==> src/rtl/vec_serial_tx_pkg.sv <==
// Shared types and constants for the vector serial transmitter.
// The frame line levels and the frame-length helper live here so the top and any bench agree.
package vec_tx_pkg;

    typedef enum logic [1:0] {IDLE, START, DATA, STOP} tx_state_t;

    localparam logic START_BIT  = 1'b0;
    localparam logic STOP_BIT   = 1'b1;
    localparam logic IDLE_LEVEL = 1'b1;

    // Clock cycles one complete frame occupies on the serial line.
    function automatic int unsigned frame_len(input int unsigned width, input int unsigned bit_cycles);
        return (width + 2) * bit_cycles;
    endfunction

endpackage

==> src/rtl/vec_serial_tx_if.sv <==
// Bundle of the vector handshake and the serial-side status signals of vec_serial_tx.
// The slave modport is the transmitter's view; the master modport is the source/monitor view.
interface vec_serial_tx_if #(
    parameter int WIDTH = 9,
    parameter int CNT_W = 16
) ();

    logic [WIDTH-1:0] data_in;
    logic             in_valid;
    logic             in_ready;
    logic             tx_out;
    logic             tx_active;
    logic             frame_done;
    logic             all_ones;
    logic [CNT_W-1:0] frame_cnt;

    modport master (
        output data_in, in_valid,
        input  in_ready, tx_out, tx_active, frame_done, all_ones, frame_cnt
    );

    modport slave (
        input  data_in, in_valid,
        output in_ready, tx_out, tx_active, frame_done, all_ones, frame_cnt
    );

endinterface

==> src/rtl/vec_serial_tx_bit_timer.sv <==
// Per-bit pacing counter: counts 0..BIT_CYCLES-1 while enabled and flags the last cycle of a bit.
// Idle or a state change returns it to zero so every bit starts with a full period.
module bit_timer #(
    parameter int unsigned BIT_CYCLES = 1
) (
    input  logic clk,
    input  logic rst_n,
    input  logic i_en,
    input  logic i_clr,
    output logic o_tc
);

    localparam int unsigned CW = (BIT_CYCLES > 1) ? $clog2(BIT_CYCLES) : 1;
    localparam logic [CW-1:0] LAST = CW'(BIT_CYCLES - 1);

    logic [CW-1:0] r_cnt;
    logic          w_at_last;

    assign w_at_last = (r_cnt == LAST);
    assign o_tc      = i_en && w_at_last;

    always_ff @(posedge clk or negedge rst_n) begin
        if (!rst_n) begin
            r_cnt <= '0;
        end else if (i_clr || !i_en || w_at_last) begin
            r_cnt <= '0;
        end else begin
            r_cnt <= r_cnt + 1'b1;
        end
    end

endmodule

==> src/rtl/vec_serial_tx.sv <==
// Serialising transmitter: frames each accepted vector as start bit, MSB-first payload, stop bit.
// Outputs depend only on registered state, so in_valid never reaches an output combinationally.
module vec_serial_tx
    import vec_tx_pkg::*;
#(
    parameter int WIDTH      = 9,
    parameter int BIT_CYCLES = 1,
    parameter int CNT_W      = 16
) (
    input  logic          clk,
    input  logic          rst_n,
    vec_serial_tx_if.slave bus
);

    localparam int BIT_W = (WIDTH > 1) ? $clog2(WIDTH) : 1;
    localparam logic [BIT_W-1:0] LAST_BIT = BIT_W'(WIDTH - 1);

    tx_state_t        r_state;
    tx_state_t        w_state_next;
    logic [WIDTH-1:0] r_shift;
    logic [BIT_W-1:0] r_bit_cnt;
    logic             r_all_ones;
    logic             r_frame_done;
    logic [CNT_W-1:0] r_frame_cnt;

    logic w_tc;
    logic w_timer_en;
    logic w_state_chg;
    logic w_accept;
    logic w_last_bit;
    logic w_stop_end;
    logic w_tx;

    assign w_timer_en  = (r_state != IDLE);
    assign w_state_chg = (w_state_next != r_state);
    assign w_last_bit  = (r_bit_cnt == LAST_BIT);
    assign w_stop_end  = (r_state == STOP) && w_tc;

    bit_timer #(
        .BIT_CYCLES (BIT_CYCLES)
    ) u_bit_timer (
        .clk   (clk),
        .rst_n (rst_n),
        .i_en  (w_timer_en),
        .i_clr (w_state_chg),
        .o_tc  (w_tc)
    );

    always_comb begin
        w_state_next = r_state;
        w_accept     = 1'b0;
        w_tx         = IDLE_LEVEL;
        case (r_state)
            IDLE: begin
                w_tx = IDLE_LEVEL;
                if (bus.in_valid) begin
                    w_state_next = START;
                    w_accept     = 1'b1;
                end
            end
            START: begin
                w_tx = START_BIT;
                if (w_tc) w_state_next = DATA;
            end
            DATA: begin
                w_tx = r_shift[WIDTH-1];
                if (w_tc && w_last_bit) w_state_next = STOP;
            end
            STOP: begin
                w_tx = STOP_BIT;
                if (w_tc) w_state_next = IDLE;
            end
            default: begin
                w_state_next = IDLE;
                w_tx         = IDLE_LEVEL;
            end
        endcase
    end

    always_ff @(posedge clk or negedge rst_n) begin
        if (!rst_n) begin
            r_state <= IDLE;
        end else begin
            r_state <= w_state_next;
        end
    end

    // Payload shifts out of the top bit; the bit index only advances at the end of each paced bit.
    always_ff @(posedge clk or negedge rst_n) begin
        if (!rst_n) begin
            r_shift    <= '0;
            r_bit_cnt  <= '0;
            r_all_ones <= 1'b0;
        end else if (w_accept) begin
            r_shift    <= bus.data_in;
            r_bit_cnt  <= '0;
            r_all_ones <= &bus.data_in;
        end else if ((r_state == DATA) && w_tc) begin
            r_shift    <= {r_shift[WIDTH-2:0], 1'b0};
            r_bit_cnt  <= r_bit_cnt + 1'b1;
        end
    end

    always_ff @(posedge clk or negedge rst_n) begin
        if (!rst_n) begin
            r_frame_done <= 1'b0;
            r_frame_cnt  <= '0;
        end else begin
            r_frame_done <= w_stop_end;
            if (w_stop_end) r_frame_cnt <= r_frame_cnt + 1'b1;
        end
    end

    assign bus.in_ready   = (r_state == IDLE);
    assign bus.tx_active  = (r_state != IDLE);
    assign bus.tx_out     = w_tx;
    assign bus.frame_done = r_frame_done;
    assign bus.all_ones   = r_all_ones;
    assign bus.frame_cnt  = r_frame_cnt;

endmodule

==> src/flat_wrapper.sv <==
// flat-port wrapper written by rule: the top's interface ports become plain ports
module vec_serial_tx_flat import vec_tx_pkg::*;
#(
    parameter int WIDTH      = 9,
    parameter int BIT_CYCLES = 1,
    parameter int CNT_W      = 16
)
  (clk, rst_n, bus_data_in, bus_in_valid, bus_in_ready, bus_tx_out, bus_tx_active, bus_frame_done, bus_all_ones, bus_frame_cnt);
  vec_serial_tx_if #(.WIDTH(WIDTH), .CNT_W(CNT_W)) bus_i ();
  input  logic clk;
  input  logic rst_n;
  input wire logic [$bits(bus_i.data_in)-1:0] bus_data_in;
  input wire logic [$bits(bus_i.in_valid)-1:0] bus_in_valid;
  output wire logic [$bits(bus_i.in_ready)-1:0] bus_in_ready;
  output wire logic [$bits(bus_i.tx_out)-1:0] bus_tx_out;
  output wire logic [$bits(bus_i.tx_active)-1:0] bus_tx_active;
  output wire logic [$bits(bus_i.frame_done)-1:0] bus_frame_done;
  output wire logic [$bits(bus_i.all_ones)-1:0] bus_all_ones;
  output wire logic [$bits(bus_i.frame_cnt)-1:0] bus_frame_cnt;
  assign bus_i.data_in = bus_data_in;
  assign bus_i.in_valid = bus_in_valid;
  assign bus_in_ready = bus_i.in_ready;
  assign bus_tx_out = bus_i.tx_out;
  assign bus_tx_active = bus_i.tx_active;
  assign bus_frame_done = bus_i.frame_done;
  assign bus_all_ones = bus_i.all_ones;
  assign bus_frame_cnt = bus_i.frame_cnt;
  vec_serial_tx #(.WIDTH(WIDTH), .BIT_CYCLES(BIT_CYCLES), .CNT_W(CNT_W)) u_core (.clk(clk), .rst_n(rst_n), .bus(bus_i));
endmodule
==> config.mk <==
export PLATFORM = sky130hd
export DESIGN_NAME = vec_serial_tx_flat
export DESIGN_NICKNAME = d
export VERILOG_FILES = /design/src/rtl/vec_serial_tx_pkg.sv /design/src/rtl/vec_serial_tx_if.sv /design/src/rtl/vec_serial_tx_bit_timer.sv /design/src/rtl/vec_serial_tx.sv /design/src/flat_wrapper.sv
export SDC_FILE = /design/constraint.sdc
export NUM_CORES = 1
export LEC_CHECK = 0
export ABC_AREA = 1
export CORE_MARGIN = 5
export CORE_UTILIZATION = 30
export DETAILED_ROUTE_END_ITERATION = 8
export GPL_ROUTABILITY_DRIVEN = 0
export PLACE_DENSITY_LB_ADDON = 0.12
export SETUP_SLACK_MARGIN = 0.4
export SLEW_MARGIN = 5
export SYNTH_ARGS = -nofsm -noshare
export SYNTH_HDL_FRONTEND = slang
export SYNTH_SLANG_ARGS = --single-unit
==> constraint.sdc <==
create_clock -name clk -period 1.7 [get_ports clk]
set_clock_uncertainty 0.05 [all_clocks]
set_input_delay 0.425 -clock clk [delete_from_list [all_inputs] [get_ports clk]]
set_output_delay 0.425 -clock clk [all_outputs]
set_load 0.02 [all_outputs]
Word level (Yosys, flattened, before mapping)
Index checks and enable logic that the tools add are counted.
{"block": "classes", "addsub": 3, "n_eq_ne": 5, "muxes": 13, "bitwise": 1, "reduce_logical": 12}
{"cell": "$mux 9", "count": 2}
{"cell": "$add 16x1->16 const B", "count": 1}
{"cell": "$reduce_and 9->1", "count": 1}
{"cell": "$mux 2", "count": 4}
{"cell": "$mux 4", "count": 2}
{"cell": "$pmux 2 s4", "count": 1}
{"cell": "$add 4x1->4 const B", "count": 1}
{"cell": "$eq 2x2->1 const B", "count": 2}
{"cell": "$eq 4x4->1 const B", "count": 1}
{"cell": "$logic_and 1x1->1", "count": 4}
{"cell": "$reduce_bool 2->1", "count": 2}
{"cell": "$mux 1", "count": 3}
{"cell": "$pmux 1 s3", "count": 1}
{"cell": "$eq 2x1->1 const B", "count": 1}
{"cell": "$logic_not 2->1", "count": 1}
{"cell": "$logic_or 1x1->1", "count": 2}
{"cell": "$ne 2x2->1", "count": 1}
{"cell": "$reduce_or 2->1", "count": 1}
{"cell": "$add 1x1->1 const B", "count": 1}
{"cell": "$logic_not 1->1", "count": 1}
{"cell": "$not 1->1", "count": 1}
{"block": "totals", "regBits": 34, "out_inout_bits": 21, "word_cells": 41}

Longest topological paths before layout
Gate-level depths: netlist (run 1).
{"block": "depth", "ltp_word": 9, "ltp_mapped": 10}

By module
A second synthesis (run 1) with hierarchy kept.
{"block": "hier_totals", "cells_unflattened": 220, "hier_area_um2": 1820.5}
{"mod": "vec_serial_tx", "n_inst": 1, "cells_each": 216, "area_each_um2": 1781.7}
{"mod": "bit_timer", "n_inst": 1, "cells_each": 4, "area_each_um2": 38.8}

Least setup slack after synthesis (run 1)
No wires, ideal clock.
{"block": "synth_timing", "kind": "flip-flop to flip-flop", "start": "register u_core.r_state[0]", "end": "register u_core.r_shift[3]", "setup_time_ps": 130, "arrival_time_ps": 1523, "slack_ps": -3, "stages_incl_launch_ff": 9, "path_buffers": 1, "period_less_slack_ps": 1703, "path_cell_list": "dfrtp_1 > inv_1 > ha_1 > inv_2 > nand2_2 > o21ai_4 > buf_4 > nor2_1 > a31oi_1"}
{"item": "start, declared", "line_no": "vec_serial_tx.sv:18", "source": "tx_state_t r_state;"}
{"item": "start signal, assigned", "line_no": "vec_serial_tx.sv:84", "source": "r_state <= w_state_next;"}
{"item": "$logic_not 2->1 *"}
{"item": "named net bus_in_ready", "line_no": "flat_wrapper.sv:14", "source": "output wire logic [$bits(bus_i.in_ready)-1:0] bus_in_ready;"}
{"item": "$mux 1 *", "line_no": "vec_serial_tx.sv:53", "source": "case (r_state)"}
{"item": "$mux 9 / $reduce_bool 2->1 (equally long branches)"}
{"item": "end signal, assigned", "line_no": "vec_serial_tx.sv:95", "source": "r_shift <= bus.data_in;"}
{"item": "end signal, assigned", "line_no": "vec_serial_tx.sv:99", "source": "r_shift <= {r_shift[WIDTH-2:0], 1'b0};"}
{"item": "end, declared", "line_no": "vec_serial_tx.sv:20", "source": "logic [WIDTH-1:0] r_shift;"}
The timed path passes the listed nets; every way through them passes the cells marked *.
A chain may end at the register's enable or synchronous reset.

Final worst setup path (run 1)
{"block": "layout_timing", "start": "register u_core.r_state[0]", "end": "output port bus_tx_out"}
{"block": "layout_between", "elab_chain_len": 3}
{"item": "$eq 2x2->1 / $logic_not 2->1 (equally long branches)", "line_no": "vec_serial_tx.sv:53"}
{"item": "$reduce_or 2->1 (no line)"}
{"item": "$pmux 1 s3 *", "line_no": "vec_serial_tx.sv:53"}
{"item": "end, declared", "line_no": "flat_wrapper.sv:15", "source": "output wire logic [$bits(bus_i.tx_out)-1:0] bus_tx_out;"}
Every way passes the cells marked *; elsewhere a longest branch is shown, timed or not.

==> summary.txt, run 1 <==
Setup path
  – CP max stage cell: dfrtp_1
  – Crit start category: flip-flop
  – Critical Setup Path Class: reg2out
  – Critical path, cell by cell: inv_2 > ha_4 > a21oi_4 > buf_6
  – WP buf/inv: 2
  – Max incr delay on CP: 0.40 ns
  – CP required: 1.22 ns
  – Cell family with most CP delay: flip-flops
  – Crit-path max FO: 3
  – Crit path DAT: 1.26 ns
  – CP endpoint kind: output pin

Logic synthesis
  – Asr flop ratio synth: 100%
  – Cell Area, Synth: 1750 um^2
  – Register area share after synthesis: 48.6%
  – Synthesized instance count: 191
  – Post-synthesis register bit count: 34
  – Yosys cell types: 29
  – Mapped Avg Cell Area: 9.16 um^2
  – Syn nets: 210
  – Area leader, netlist: dfrtp_1
  – Yosys warns: 0
  – EDFF count, synth: 0
  – Post-synth top area share: 48.6%
  – Ys flop type: dfrtp_1
  – Main area contributors after synthesis: dfrtp_1, nand2_1, ha_1

Detailed routing
  – Drt first pass iters: 4
  – Vias: 1549
  – Routed len/inst: 12.1 um
  – DRC Markers: 0
  – Iteration-0 DRC Markers: 47
  – Final wirelength: 4230 um
  – Post-DRT Antenna Nets: 0
  – Avg Vias per Cell: 4.45

Clocking
  – Clock latency at the later pin of the worst-skew pair: 0.28 ns
  – Clock Tree Root: clkbuf_8
  – H-tree depth: 2
  – Clk pin slew, worst setup/hold paths: 0.07 ns
  – CTS Buf Count: 5
  – Hold_buf cts: 0
  – Clock Sinks: 34
  – CTS tree: done
  – CTS max path bufs: 2

Pwr
  – Power, Total: 3.85 mW
  – Peak VDD IR: 0.617 mV
  – Leakage power figure: 1.48 nW
  – Pwr/cell area: 1300 nW/um^2

Placed design
  – Number of port buffers: 32
  – Placement Setup Slack: -0.215 ns
  – Area after DPL: 2300 um^2
  – Hpwl dp: 2650 um

STA
  – RSZ-0062 raised after global routing: yes
  – Final Hold Viols: 0
  – Crit share post-route: 102%
  – Minimum clock period: 1.73 ns
  – Finish-stage setup viols: 1
  – Highest clock rate: 577 MHz
  – Final worst setup slack: -0.0336 ns
  – Final-report max-slew violation count: 0

Die
  – Initial Utilization: 31.4%
  – Chip height: 86.4 um
  – Core Region: 5570 um^2
  – Die width: 86.4 um
  – Top-Level Pins: 33
  – Site row count: 27
  – Die ar.: 7460 um^2

Global routing
  – Gr usage total: 11.6%
  – Number of global-route vias before repair: 1495
  – GRT overflow: 0
  – Global-route wire length before repair: 6810 um
  – Pin count of the biggest net entering global routing: 35
  – Initial antenna violation count: 0

Run status
  – Status: complete, but fails checks
  – Violated checks: setup timing

Finish
  – Area grow syn2layout: 69.5%
  – Post-route cell area: 2970 um^2
  – Share of cells above drive strength 1: 47.8%
  – Utilization after layout: 53.2%
  – Ant diodes: 0
  – Fillers: 539
  – # nets final: 294

Worst hold path
  – Hold WC Path Type: in2async

Flow run
  – Max Cap Viol: 0
[flip-flops by register name (all words and copies together), names as in the netlist]
register / flops
u_core.bus.frame_cnt: 16
u_core.r_state: 2
u_core.r_bit_cnt: 4
u_core.r_shift: 9
u_core.u_bit_timer.r_cnt: 1
u_core.bus.all_ones: 1
u_core.bus.frame_done: 1
[cell families after synthesis]
family,share of synthesized area [%]
XOR/XNOR,6.93
AND/OR/NAND/NOR,25.5
AO/OA/AOI/OAI,7.72
buffers and inverters,6.00
flip-flops,48.6
adder cells (fa/ha/maj),5.00
other,0.214
[final cells by class]
class	instances	area, um^2	share of cell area, %
clock inverter	1	5.00	0.169
sequential	34	852	28.7
tap	72	90.1	3.04
multi-input combinational	131	1000	33.8
timing repair buffer	80	827	27.9
inverter	23	104	3.50
clock buffer	7	86.3	2.91
[per-stage QoR]
stage                     hold WS, ns  std cells  TNS, ns
after global routing            0.466        348    -1.17
after CTS                       0.453        337  -0.0383
final                           0.452        348  -0.0336
after floorplan                0.0794        191        0
after global placement          0.429        304   -0.287
after detailed placement        0.429        304   -0.289
[layout by cell type, fill, tap and decap left out, types with 6 or more instances in the layout]
cell type / n
buf_4: 28
nand2_1: 34
nor2_1: 7
buf_6: 37
clkdlybuf4s50_1: 11
clkbuf_8: 6
a31oi_1: 9
inv_1: 18
xor2_1: 7
nor2_2: 9
nand3_2: 8
dfrtp_1: 33
[Yosys cell counts (2+ instances only)]
cell and number:
nor2_8 2, ha_1 7, nand2_4 3, dfrtp_1 34, nor3_1 6, xnor2_1 5
o21ai_0 5, xor2_1 7, nor2_1 16, nand2_1 41, nand3_1 9, a31oi_1 9
nor2_4 2, inv_1 21, nand4_1 5, a21oi_1 2, buf_2 2, o21ai_1 4
[where the power goes]
part / internal [mW] / total [mW] / leakage [nW] / switching, mW
Clock: 0.327 / 0.620 / 0.0482 / 0.293
Combinational: 1.12 / 2.08 / 0.994 / 0.966
Sequential: 0.998 / 1.15 / 0.438 / 0.150
[routing by layer]
| layer | routed length [um] | track usage (%) |
|---|---|---|
| met3 | 183 | 3.52 |
| met5 | 0 | 0 |
| met2 | 2060 | 19.5 |
| met1 | 1900 | 13.7 |
| met4 | 77 | 4.67 |
[worst register-to-register path, cell delays in order, from the launching register on]
cell and delay [ns]:
dfrtp_1 0.38, inv_2 0.08, ha_4 0.18, buf_6 0.12, nor2_4 0.14, nand2_4 0.12
nor2_4 0.23, nand3_2 0.10, xor2_1 0.15, inv_1 0.05
[path summary, 6_finish.rpt]
check,start,endpoint,slack [ns],cells after the start
hold reg to reg,u_core.r_shift[0]$_DFFE_PN0P_,u_core.r_shift[0]$_DFFE_PN0P_,0.48,2
setup / recovery,u_core.r_state[0]$_DFF_PN0_,bus_tx_out,-0.03,4
setup reg to reg,u_core.r_state[0]$_DFF_PN0_,u_core.bus.frame_cnt[8]$_DFFE_PN0P_,0.01,9
hold / removal,rst_n,u_core.bus.frame_cnt[0]$_DFFE_PN0P_,0.45,2
max in group asynchronous,rst_n,u_core.r_state[0]$_DFF_PN0_,0.96,2
min in group clk,u_core.r_shift[0]$_DFFE_PN0P_,u_core.r_shift[0]$_DFFE_PN0P_,0.48,2
[timing repair]
item	CTS	global route
resized for setup	162	27
endpoints found under the setup margin	54	54
pin swaps	14	14
gates cloned	0	3
setup buffers	25	8
Power figures use the tool's default switching activity.
==> inputs of run 2 (changes only) <==
- PLACE_DENSITY_LB_ADDON: 0.12 -> unset
==> run 2 against run 1 <==
  * The flow still finishes with violations (setup timing)
  * Fmax decreased by 2.5%
  * Final cell count rose by 2.9%
  * Largest cell class unchanged
  * Count of clock-buffer cells in the layout fell by 1
  * Largest power group unchanged
  * Critical path depth is the same
  * Power increased by 5.1%
  * Via count up 3.4%
  * Sequential power hardly changed
  * Combinational power is 11% higher
  * Sequential cell count did not move
  * Sequential share of layout area down 1.8 points
  * Clock power decreased by 5.6%
  * First-iteration DRC count down 26%
==> summary.txt, run 2 (synthesized netlist as in run 1, its figures left out) <==
Detailed routing
  – Iteration-0 DRC Markers: 35
  – Post-DRT Antenna Nets: 0
  – Routed len/inst: 12.9 um
  – DRC Markers: 0
  – Drt first pass iters: 4
  – Vias: 1602
  – Final wirelength: 4620 um
  – Avg Vias per Cell: 4.47

Clocking
  – Clock Tree Root: clkbuf_8
  – CTS tree: done
  – Clock Sinks: 34
  – Clk pin slew, worst setup/hold paths: 0.07 ns
  – Hold_buf cts: 0
  – Clock latency at the later pin of the worst-skew pair: 0.28 ns
  – CTS Buf Count: 5
  – H-tree depth: 2
  – CTS max path bufs: 2

Pwr
  – Pwr/cell area: 1280 nW/um^2
  – Peak VDD IR: 0.698 mV
  – Gate power share: 56.7%
  – Sw power: 1.55 mW
  – Sw Ratio: 38.4%
  – Cell Int Power: 2.49 mW
  – Leakage power figure: 1.56 nW
  – Clock power frac: 14.5%
  – Share of power burned in registers: 28.8%

Die
  – Die ar.: 7460 um^2
  – Chip height: 86.4 um
  – Core Region: 5570 um^2
  – Top-Level Pins: 33
  – Site row count: 27
  – Die width: 86.4 um
  – Initial Utilization: 31.4%

STA
  – Minimum clock period: 1.78 ns
  – RSZ-0062 raised after global routing: yes
  – Highest clock rate: 563 MHz
  – Final-report max-slew violation count: 0
  – Crit share post-route: 105%
  – Setup TNS: -0.208 ns
  – Finish-stage setup viols: 12
  – Final worst setup slack: -0.0773 ns
  – Final Hold Viols: 0

Setup path
  – Crit path DAT: 1.30 ns
  – WP buf/inv: 2
  – Crit-path max FO: 4
  – Cell family with most CP delay: flip-flops
  – Max incr delay on CP: 0.42 ns
  – CP required: 1.22 ns
  – Critical path, cell by cell: inv_2 > ha_4 > a21oi_4 > buf_6
  – CP endpoint kind: output pin
  – Critical Setup Path Class: reg2out
  – CP max stage cell: dfrtp_1
  – Crit start category: flip-flop

Finish
  – Area grow syn2layout: 81.2%
  – Max FFs per register: 16
  – Final Non-Filler Cells: 358
  – Share of cells above drive strength 1: 47.9%
  – Ant diodes: 0
  – Commonest non-fill, non-tap cell in the layout: buf_6
  – Most frequent cells in the layout: buf_6, nand2_1, dfrtp_1, buf_4, inv_1
  – Utilization after layout: 56.9%
  – # nets final: 304

Global routing
  – Pin count of the biggest net entering global routing: 35
  – GRT overflow: 0
  – Gr usage total: 12.9%
  – Number of global-route vias before repair: 1673
  – Initial antenna violation count: 0
  – Global-route wire length before repair: 7700 um

Run status
  – Violated checks: setup timing
  – Status: complete, but fails checks

Placed design
  – Number of port buffers: 32
  – Cell count after placement: 300
  – Placement Setup Slack: -0.266 ns
  – Hpwl dp: 2630 um

Flow run
  – Max Cap Viol: 0

Worst hold path
  – Hold WC Path Type: in2async
-- run 2: changes by cell type in the layout (fill, tap and decap cells not counted), moves of 3 or more --
cell / change
nor2_4: +5
buf_6: +11
nor2_2: -8
buf_4: -6
nor2_1: +3
-- run 2: layout make-up --
type | instances | area (um^2)
clock buffer | 6 | 72.6
clock inverter | 2 | 10.0
fill | 504 | 2400
inverter | 23 | 104
multi-input combinational | 133 | 1090
sequential | 34 | 852
tap | 72 | 90.1
timing repair buffer | 87 | 946
timing repair inverter | 1 | 8.76
-- run 2: power groups by stage --
stage | clock (mW) | sequential (mW) | combinational, mW
5_1_grt | 0.638 | 1.19 | 2.48
6_report | 0.585 | 1.17 | 2.30
4_1_cts | 0.602 | 1.15 | 2.06
3_3_place_gp | 0 | 1.15 | 1.24
2_1_floorplan | 0 | 1.16 | 0.865
3_5_place_dp | 0 | 1.15 | 1.27
-- run 2: per-stage QoR --
stage | cell area [um^2] | power (mW) | hold WS [ns]
5_1_grt | 3170 | 4.31 | 0.481
4_1_cts | 2920 | 3.81 | 0.460
6_report | 3170 | 4.05 | 0.450
3_5_place_dp | 2260 | 2.42 | 0.431
3_3_place_gp | 2260 | 2.39 | 0.431
2_1_floorplan | 1800 | 2.02 | 0.0794
-- run 2: per-layer routing --
metal	part of all wire [%]	up-vias	wire [um]	global-route usage [%]
met5	0	-	0	0
met2	51	25	2350	21.3
met4	2.5	0	115	5.67
li1	-	807	-	-
met1	44	761	2010	16.4
met3	3.1	9	141	2.47
-- run 2: path summary, 6_finish.rpt --
| check | startpoint | endpoint | slack, ns | cells past startpoint |
|---|---|---|---|---|
| min reg2reg | u_core.r_shift[0]$_DFFE_PN0P_ | u_core.r_shift[0]$_DFFE_PN0P_ | 0.47 | 2 |
| max | u_core.r_state[0]$_DFF_PN0_ | bus_tx_out | -0.08 | 4 |
| min in group clk | u_core.r_shift[0]$_DFFE_PN0P_ | u_core.r_shift[0]$_DFFE_PN0P_ | 0.47 | 2 |
| min | rst_n | u_core.bus.frame_cnt[4]$_DFFE_PN0P_ | 0.45 | 2 |
| max reg2reg | u_core.r_state[0]$_DFF_PN0_ | u_core.bus.frame_cnt[8]$_DFFE_PN0P_ | -0.05 | 9 |
| max in group asynchronous | rst_n | u_core.r_bit_cnt[0]$_DFFE_PN0P_ | 0.96 | 2 |
-- run 2: timing repair --
item / in CTS / in global routing
endpoints found under the setup margin: 54 / 54
cloned: 5 / 0
setup buffers: 33 / 12
resized for setup: 177 / 35
pin swaps: 14 / 28
==> inputs of run 3 (changes only) <==
- SYNTH_HIERARCHICAL: unset -> 1
==> run 3 against run 2 <==
  * The flow still finishes with violations (setup timing)
  * Sequential power about the same
  * Utilization decreased by 2.4 points
  * Critical path depth increased by 1
  * Routed wire length increased by 0.19%
  * Fmax increased by 2.0%
  * Global-route usage decreased by 0.19 points
  * Power decreased by 7.7%
  * Non-clock buffer count decreased by 3
==> summary.txt, run 3 <==
Run status
  – Status: complete, but fails checks
  – Violated checks: setup timing

Global routing
  – Initial antenna violation count: 0
  – Number of global-route vias before repair: 1699
  – Global-route wire length before repair: 7520 um
  – Pin count of the biggest net entering global routing: 35
  – Gr usage total: 12.7%
  – GRT overflow: 0

Detailed routing
  – Avg Vias per Cell: 4.44
  – Vias: 1662
  – Iteration-0 DRC Markers: 60
  – Drt first pass iters: 4
  – Routed len/inst: 12.4 um
  – DRC Markers: 0
  – Post-DRT Antenna Nets: 0
  – Final wirelength: 4630 um

Placed design
  – Cell count after placement: 328
  – Hpwl dp: 2820 um
  – Number of port buffers: 32

Die
  – Die width: 86.8 um
  – Top-Level Pins: 33
  – Core Region: 5820 um^2
  – Site row count: 28
  – Chip height: 86.8 um
  – Initial Utilization: 30.4%
  – Die ar.: 7530 um^2

Setup path
  – Reg2reg start: u_core/r_state[1]$_DFF_PN0_
  – Crit start category: flip-flop
  – Critical Setup Path Class: reg2out
  – Crit path DAT: 1.27 ns
  – Worst setup path startpoint: u_core/r_state[0]$_DFF_PN0_
  – Crit-path max FO: 3
  – CP required: 1.22 ns
  – CP endpoint kind: output pin

Clocking
  – H-tree depth: 2
  – CTS tree: done
  – Clk pin slew, worst setup/hold paths: 0.08 ns
  – Hold_buf cts: 0
  – CTS Buf Count: 5
  – Clock latency at the later pin of the worst-skew pair: 0.29 ns
  – Clock Tree Root: clkbuf_8
  – CTS max path bufs: 2
  – Clock Sinks: 34

Finish
  – Share of cells above drive strength 1: 50.8%
  – # nets final: 317
  – Max FFs per register: 16
  – Utilization after layout: 54.5%
  – Fillers: 525
  – Most frequent cells in the layout: nand2_1, buf_6, dfrtp_1, buf_4, inv_1
  – Ant diodes: 0
  – Area grow syn2layout: 79.2%
  – Final Non-Filler Cells: 374
  – Commonest non-fill, non-tap cell in the layout: nand2_1

Pwr
  – Pwr/cell area: 1180 nW/um^2
  – Peak VDD IR: 0.726 mV
  – Leakage power figure: 1.56 nW
  – Power, Total: 3.74 mW

Logic synthesis
  – Cell Area, Synth: 1770 um^2
  – Syn nets: 227
  – Mapped Avg Cell Area: 8.50 um^2
  – Synthesized instance count: 208
  – Yosys warns: 6

STA
  – Setup TNS: -0.131 ns
  – Final worst setup slack: -0.0424 ns
  – Minimum clock period: 1.74 ns
  – Highest clock rate: 574 MHz
  – Crit share post-route: 102%
  – Final Hold Viols: 0
  – RSZ-0062 raised after global routing: yes
  – Finish-stage setup viols: 7
  – Final-report max-slew violation count: 0

Flow run
  – Max Cap Viol: 0

Worst hold path
  – Hold WC Path Type: in2async
==> run 3: critical path, stage by stage (launching register included) <==
cell	delay, ns
dfrtp_1	0.40
inv_2	0.12
ha_4	0.15
nand2_4	0.05
a21oi_4	0.14
buf_6	0.13
==> run 3: area by class of cell <==
class / instances / area (um^2) / area share [%]
Timing Repair inverter: 1 / 7.51 / 0.237
Sequential cell: 34 / 851 / 26.9
Timing Repair Buffer: 84 / 845 / 26.7
Inverter: 30 / 145 / 4.58
Clock buffer: 7 / 86.3 / 2.73
Multi-Input combinational cell: 142 / 1130 / 35.8
Clock inverter: 1 / 5.00 / 0.158
Tap cell: 75 / 93.8 / 2.96
==> run 3: routing by layer <==
layer	global-route usage, %	vias to the layer above	part of all wire, %
met2	21.5	25	53
li1	-	836	-
met3	2.95	6	2.9
met4	5.10	0	1.7
met1	15.6	795	43
met5	0	-	0
==> run 3: power by group <==
part | switching [mW] | total, mW | internal [mW] | leakage, nW
Combinational | 0.966 | 1.95 | 0.987 | 1.06
Sequential | 0.180 | 1.16 | 0.984 | 0.445
Clock | 0.294 | 0.621 | 0.327 | 0.0482
Total | 1.44 | 3.74 | 2.30 | 1.56
==> run 3: per-stage QoR <==
| step | instance area, um^2 | setup WS, ns | hold WS (ns) |
|---|---|---|---|
| 6_report | 3170 | -0.0424 | 0.457 |
| 5_1_grt | 3170 | -0.152 | 0.474 |
| 4_1_cts | 2920 | -0.0657 | 0.458 |
| 3_5_place_dp | 2330 | -0.248 | 0.432 |
| 3_3_place_gp | 2330 | -0.215 | 0.420 |
| 2_1_floorplan | 1800 | 0.0147 | 0.0794 |
==> run 3: timing repair <==
item / CTS / global route
setup buffers: 27 / 10
endpoints found under the setup margin: 53 / 54
resized for setup: 201 / 40
cloned: 1 / 0
pin swaps: 19 / 9
==> run 3: path summary, 6_finish.rpt <==
| check | slack, ns | depth (start not counted) | end |
|---|---|---|---|
| hold reg to reg | 0.49 | 2 | u_core/r_shift[0]$_DFFE_PN0P_ |
| setup / recovery | -0.04 | 5 | bus_tx_out |
| min in group clk | 0.49 | 2 | u_core/r_shift[0]$_DFFE_PN0P_ |
| hold / removal | 0.46 | 2 | u_core/u_bit_timer/r_cnt$_DFF_PN0_ |
| setup reg to reg | -0.03 | 12 | u_core/bus.frame_cnt[14]$_DFFE_PN0P_ |
| max in group asynchronous | 0.95 | 2 | u_core/bus.frame_cnt[1]$_DFFE_PN0P_ |
